$ cat src/rtl/main_memory.sv
// Word-addressed memory model behind the cache controller: accepts a one-cycle
// strobe, waits WAIT_STATES cycles, performs the access, then pulses MReady.
module main_memory #(
   parameter int ADDR_W      = 8,
   parameter int DATA_W      = 8,
   parameter int WAIT_STATES = 4
) (
   input  logic              clk,
   input  logic              reset,
   input  logic              MStrobe,
   input  logic              MRW,
   input  logic [ADDR_W-1:0] MAddr,
   input  logic [DATA_W-1:0] MDataIn,
   output logic [DATA_W-1:0] MDataOut,
   output logic              MReady,
   output logic              MBusy,
   output logic              ProtoErr,
   output logic [15:0]       ReqCount
);

   localparam int          DEPTH = 1 << ADDR_W;
   localparam logic [7:0]  WS    = 8'(WAIT_STATES);

   typedef enum logic [1:0] {
      S_IDLE,
      S_WAIT,
      S_DONE
   } state_t;

   state_t              state_q, state_d;
   logic [7:0]          cnt_q, cnt_d;
   logic [ADDR_W-1:0]   addr_q, addr_d;
   logic [DATA_W-1:0]   data_q, data_d;
   logic                rw_q, rw_d;
   logic [DATA_W-1:0]   dout_q, dout_d;
   logic                perr_q, perr_d;
   logic [15:0]         req_q, req_d;
   logic [DATA_W-1:0]   mem_q [DEPTH];

   logic                accept;
   logic                access;
   logic                mem_we;

   assign accept = (state_q == S_IDLE) && MStrobe;
   assign access = (state_q == S_WAIT) && (cnt_q == '0);
   assign mem_we = access && rw_q;

   always_ff @(posedge clk or negedge reset) begin
      if (!reset) begin
         state_q <= S_IDLE;
      end else begin
         state_q <= state_d;
      end
   end

   always_comb begin
      state_d = state_q;
      unique case (state_q)
         S_IDLE:  if (MStrobe) state_d = S_WAIT;
         S_WAIT:  if (cnt_q == '0) state_d = S_DONE;
         S_DONE:  state_d = S_IDLE;
         default: state_d = S_IDLE;
      endcase
   end

   always_comb begin
      MBusy  = (state_q != S_IDLE);
      MReady = (state_q == S_DONE);
   end

   // Request registers are loaded only at the accept edge, so later bus activity
   // cannot disturb an in-flight access.
   always_comb begin
      cnt_d  = cnt_q;
      addr_d = addr_q;
      data_d = data_q;
      rw_d   = rw_q;
      dout_d = dout_q;
      req_d  = req_q;
      perr_d = perr_q | (MStrobe && (state_q != S_IDLE));
      if (accept) begin
         addr_d = MAddr;
         data_d = MDataIn;
         rw_d   = MRW;
         cnt_d  = WS;
         req_d  = (req_q == 16'hFFFF) ? req_q : req_q + 16'd1;
      end
      if ((state_q == S_WAIT) && (cnt_q != '0)) begin
         cnt_d = cnt_q - 8'd1;
      end
      if (access && !rw_q) begin
         dout_d = mem_q[addr_q];
      end
   end

   always_ff @(posedge clk or negedge reset) begin
      if (!reset) begin
         cnt_q  <= '0;
         addr_q <= '0;
         data_q <= '0;
         rw_q   <= 1'b0;
         dout_q <= '0;
         perr_q <= 1'b0;
         req_q  <= '0;
      end else begin
         cnt_q  <= cnt_d;
         addr_q <= addr_d;
         data_q <= data_d;
         rw_q   <= rw_d;
         dout_q <= dout_d;
         perr_q <= perr_d;
         req_q  <= req_d;
      end
   end

   // Array has no reset; a reset mid-request forces IDLE so the write never fires.
   always_ff @(posedge clk) begin
      if (mem_we) begin
         mem_q[addr_q] <= data_q;
      end
   end

   assign MDataOut = dout_q;
   assign ProtoErr = perr_q;
   assign ReqCount = req_q;

endmodule

$ cat config.mk
export PLATFORM = sky130hd
export DESIGN_NAME = main_memory
export DESIGN_NICKNAME = d
export VERILOG_FILES = /design/src/rtl/main_memory.sv
export SDC_FILE = /design/constraint.sdc
export NUM_CORES = 2
export LEC_CHECK = 0
export ABC_CLOCK_PERIOD_IN_PS = 4800
export BUFFER_PORTS_ARGS = -buffer_cell sky130_fd_sc_hd__buf_2
export CAP_MARGIN = 25
export CORE_MARGIN = 3
export CORE_UTILIZATION = 63
export DETAILED_ROUTE_END_ITERATION = 6
export GPL_ROUTABILITY_DRIVEN = 1
export PLACE_DENSITY = 0.75
export REMOVE_ABC_BUFFERS = 1
export SKIP_LAST_GASP = 1
export SYNTH_ARGS = -nofsm -noshare
export SYNTH_HDL_FRONTEND = slang
export SYNTH_SLANG_ARGS = --single-unit
export TNS_END_PERCENT = 100
$ cat constraint.sdc
create_clock -name clk -period 4.8 [get_ports clk]
set_input_delay 0.24 -clock clk [delete_from_list [all_inputs] [get_ports clk]]
set_output_delay 0.24 -clock clk [all_outputs]
set_load 0.1 [all_outputs]
# Yosys cells after proc, flatten, opt, wreduce, memory -nomap -nowiden
# Memories as Yosys holds them, arrays and structs flattened. A register that Yosys moved wholly into a read port is not among the register bits.
# Index checks and enable logic that the tools add are counted.
[totals]
reg_bits = 44
mem_bits_rw = 2048
inputBits = 20
out_inout_bits = 27
elab_cells = 39
n_memories = 1
[op_classes]
addsub = 2
eq_ne = 5
n_mux = 7
bitwise_logic = 2
reduce_logical = 15
[memory_table]
columns = ["memory", "words", "width", "rd", "rd_ports_with_merged_regs", "wr", "line", "text"]
rows = [
  ["mem_q", 256, 8, 1, 1, 1, "38", "logic [DATA_W-1:0] mem_q [DEPTH];"],
]
[op_table]
columns = ["op", "n"]
rows = [
  ["$add A16 B1 Y16 const B", 1],
  ["$eq A16 B16 Y1 const B", 1],
  ["$mux W8", 2],
  ["$logic_not A8 Y1", 1],
  ["$reduce_bool A8 Y1", 1],
  ["$sub A8 B1 Y8 const B", 1],
  ["$logic_and A1 B1 Y1", 6],
  ["$mux W2", 2],
  ["$ne A2 B2 Y1 const B", 2],
  ["$pmux W2 S2", 1],
  ["$reduce_and A2 Y1", 2],
  ["$reduce_bool A2 Y1", 2],
  ["$eq A2 B1 Y1 const B", 1],
  ["$eq A2 B2 Y1 const B", 1],
  ["$logic_not A1 Y1", 2],
  ["$logic_not A2 Y1", 1],
  ["$mux W1", 2],
  ["$not A1 Y1", 1],
  ["$or A1 B1 Y1", 1],
]

# Depth between registers and ports, before layout
[logic_depth]
ltp_word = 5
depth_mapped = 13
depth_no_buf = 9

# Worst setup path after synthesis
# No wires, ideal clock.
[synth_path]
kind = "reg2reg"
from = "register data_q[0]"
to = "memory mem_q[0][0], data pin"
setup_ps = 803
arrival_ps = 3179
required_ps = 3997
path_slack_ps = 818
stages_incl_launch_ff = 1
path_buffers = 0
synth_period_minus_slack_ps = 3982
path_cell_list = "dfrtp_1"
[synth_rtl]
columns = ["element", "line", "text"]
rows = [
  ["from (decl)", "33", "logic [DATA_W-1:0] data_q, data_d;"],
  ["from (signal assigned)", "108", "data_q <= data_d;"],
  ["to (decl)", "38", ""],
]
# No word-level cell before the write port.

# Worst setup path after layout
[layout_path]
from = "register cnt_q[4]"
to = "memory mem_q[120][1] (enable)"
[layout_between]
elab_chain_cells = 5
[layout_lines]
columns = ["element", "line", "text"]
rows = [
  ["from (decl)", "31", "logic [7:0] cnt_q, cnt_d;"],
  ["from (signal assigned)", "106", "cnt_q <= cnt_d;"],
  ["$logic_not A8 Y1", "45", "assign access = (state_q == S_WAIT) && (cnt_q == '0);"],
  ["$logic_and A1 B1 Y1", "45", ""],
  ["$logic_and A1 B1 Y1", "46", "assign mem_we = access && rw_q;"],
  ["$mux W1", "118", "if (mem_we) begin"],
  ["$mux W1 (implied by the code)", "119", "mem_q[addr_q] <= data_q;"],
]
# Every way passes these cells.

==> metrics.md <==
| Metric | Value |
|---|---|
| Worst Path Required | ~5.2 ns |
| Worst Hold Slack | ~0.14 ns |
| Die area | about 130000 sq um |
| Cells after Synth | just under 4000 |
| Gr usage total | between 30% and 40% |
| H-tree depth | 4 |
| CP endpoint kind | flop |
| IO Port Bufs | 46 |
| CP Data Arrival Time | roughly 5 ns |
| Top cell by count, worst path | nand2_1 |
| Setup CP Type | reg2reg |
| CTS tree | done |
| Syn avg cell area | 20.8 sq um |
| Startpoint Class | flop |
| Largest net degree at the start of global routing | about 190 |
| DR iter-0 viols | roughly 6200 |
| Die Ht | between 300 and 400 microns |
| Leakage | between 20 and 25 nW |
| Crit share post-route | 93.3% |
| Unrepaired setup endpoints after global routing | false |
| Synth area leader | edfxtp_1 |
| Most common cell after layout, fill and taps aside | edfxtp_1 |
| CP Buf/Inv Count | 1 |
| Post-DP HPWL | roughly 120000 microns |
| Ys Warns | 0 |
| Fmax | 223 MHz |
| Crit Path Max Fanout | 9 |
| Placed inst area | roughly 84000 sq um |
| Rows | 131 |
| Initial antenna violation count | 6 |
| IO Pins | 47 |
| WL final | 206000 microns |
| Post-synth ARST share | 2.48% |
| Initial Util | between 60% and 70% |
| Slew @ Worst Pin | 1.18 ns |
| Vias in the first global route | around 42000 |
| Synth Flop Type | edfxtp_1 |
| Status | finished, violations left |
| Gpl congestion | between 0.9 and 1 |
| Final ANT Viol Nets | 0 |
| Share of layout cells above drive strength 1 | 23.8% |
| Clock Skew | ~0.038 ns |
| Synthesized flop and latch total | 2100 |
| Vias | 42100 |
| Number of vias per cell | between 7 and 8 |
| Top cell type's share of synthesized area | roughly 75% |
| Sw Share | 19.0% |
| Clock buffer depth | 3 |
| Maxcap violations | 0 |
| Die X-Extent | 366 microns |
| Clk_lat worst skew | between 0.8 and 0.9 ns |
| GRT Residual Overflow | 0 |
| Combinational share of power | less than 1% |
| WL/cell | 34.3 microns |
| Crit-path cells | or4_4 -> nor4_2 -> nand2_1 -> nor3_1 -> nand2_1 -> buf_4 -> nor2_1 |
| Final setup TNS | 0 ns |
| Setup-failing EPs final | 0 |
| Clk sinks | 2100 |
| Flop pwr share | between 50% and 60% |
| Final Hold Viols | 0 |
| EDFF count, synth | just over 2000 |
| Max incr delay on CP | just over 0.8 ns |
| Max IR drop VDD | between 0.0003 and 0.0004 V |
| Drt drc | 1 |
| Critical Path Slowest Stage Cell | nor4_2 |
| Worst Setup SP | cnt_q[4] |
| Clock share of power | 43.6% |
| Finished Cell Area | around 91000 sq um |
| Internal power | about 28 mW |
| Fin crit period | between 4 and 5 ns |
| First-pass GRT wire length | ~300000 microns |
| Hold Crit Class | in2async |
| Setup Buffers After CTS | 0 |
| P_sw | 6.70 mW |
| Commonest non-fill, non-tap cells in the layout | edfxtp_1, mux4_2, nor2_1 |
| Area contributors post-synth | edfxtp_1, mux4_2, mux2i_1, dfrtp_1, nor2_1 |
| Crit path max-delay family | simple AND/OR/NAND/NOR gates |
| Area grow syn2layout | 11.2% |
| Fin nets | a little over 4000 |
| Count of cell types in the netlist | 68 |
| Final slew viol count | 0 |
| Failing checks | DRC |
| Clk root buf | clkbuf_16 |
| Reg2Reg Launch Point | cnt_q[4] |
| Worst slew margin | between 20% and 30% |
| Pwr dens | ~390 nW/um^2 |
| CTS clock-pin slew for the worst setup and hold paths | roughly 0.060 ns |
| CTS Buf Count | slightly below 200 |
| Sequential share of the synthesized area | 77.0% |
| Core box area | between 100000 and 150000 sq um |
| First-pass DRT Iterations | 7 |
| Post-synthesis cell area | 81600 sq um |
path summary, 6_finish.rpt:
kind	end	slack, ns	cells past startpoint
setup reg to reg	mem_q[120][1]	0.32	7
hold reg to reg	ProtoErr	0.45	1
setup / recovery	mem_q[120][1]	0.32	7
max in group asynchronous	data_q[4]	3.96	3
hold / removal	cnt_q[0]	0.14	3
min in group clk	ProtoErr	0.19	3
through the flow:
step	setup slack, ns	utilization [%]	instances	power [mW]
2_1_floorplan	-13.35	-	3699	20.2
5_1_grt	0.193	70.9	6000	36.0
3_5_place_dp	0.585	65.8	5622	20.2
3_3_place_gp	0.648	65.8	5620	20.2
4_1_cts	0.556	70.9	5999	35.3
6_report	0.322	70.9	6003	35.2
metal layers:
metal | vias up | share of wire [%] | GRT usage (%) | wire [microns]
met2 | 3061 | 47 | 46.7 | 96200
met3 | 479 | 12 | 8.05 | 25300
met4 | 8 | 4.3 | 12.4 | 8830
li1 | 16700 | - | - | -
met1 | 21900 | 37 | 45.2 | 75800
met5 | - | 0.020 | 0 | 42
cell usage after synthesis, types with 11 or more instances:
library cell / instances
a31oi_1: 23
edfxtp_1: 2048
nand3_1: 35
clkbuf_1: 70
mux2_2: 51
a22oi_1: 52
buf_1: 19
o21ai_0: 27
buf_4: 59
dfrtp_1: 52
o221ai_1: 19
nor2b_1: 18
o22ai_1: 78
inv_1: 11
nand2_1: 99
a21oi_1: 60
buf_2: 72
nor3_1: 15
mux2i_1: 163
mux4_2: 461
nor2_1: 299
a211oi_1: 19
xnor2_1: 11
nor4_1: 12
sequential cells by signal, indices dropped and copies added (netlist names):
signal and flops:
MDataOut 8, ProtoErr 1, ReqCount 16, addr_q 8
cnt_q 8, data_q 8, mem_q 2048, rw_q 1
state_q 2
logic make-up after synthesis:
kind of cell / Yosys count / synth area share (%)
DFF: 2100 / 77.0
muxes: 675 / 15.4
and+or+nand+nor: 545 / 2.96
AOI/OAI and AO/OA: 349 / 2.91
buffers and inverters: 240 / 1.55
xor gates and xnor gates: 14 / 0.150
adders and majority gates: 3 / 0.0460
area by class of cell:
type,instances,area (sq um)
diodes,3,7.51
clock buffers,240,5200
clock inverters,118,1100
fillers,7366,37200
inverters,13,48.8
multi-input cells,1586,17600
flip-flops and latches,2100,62800
well taps,1729,2160
repair buffers,214,1860
power groups by stage:
| stage | combinational, mW | clock (mW) | sequential (mW) |
|---|---|---|---|
| global placement | 0.0234 | 0 | 20.2 |
| detailed placement | 0.0235 | 0 | 20.2 |
| global route | 0.0384 | 16.2 | 19.8 |
| CTS | 0.0360 | 15.4 | 19.8 |
| finish | 0.0355 | 15.3 | 19.8 |
| floorplan | 0.000178 | 0 | 20.2 |
what timing repair did:
| item | 4_1_cts | 5_1_grt |
|---|---|---|
| resized for setup | 0 | 0 |
| hold endpoints to repair | 71 | 0 |
| hold buffers | 19 | 0 |
tightest hold or removal path: cells and delay by family:
kind | cells | cell delay (ns)
buf+inv | 3 | 1.24
Note: power is estimated with default switching activity, not from simulation.
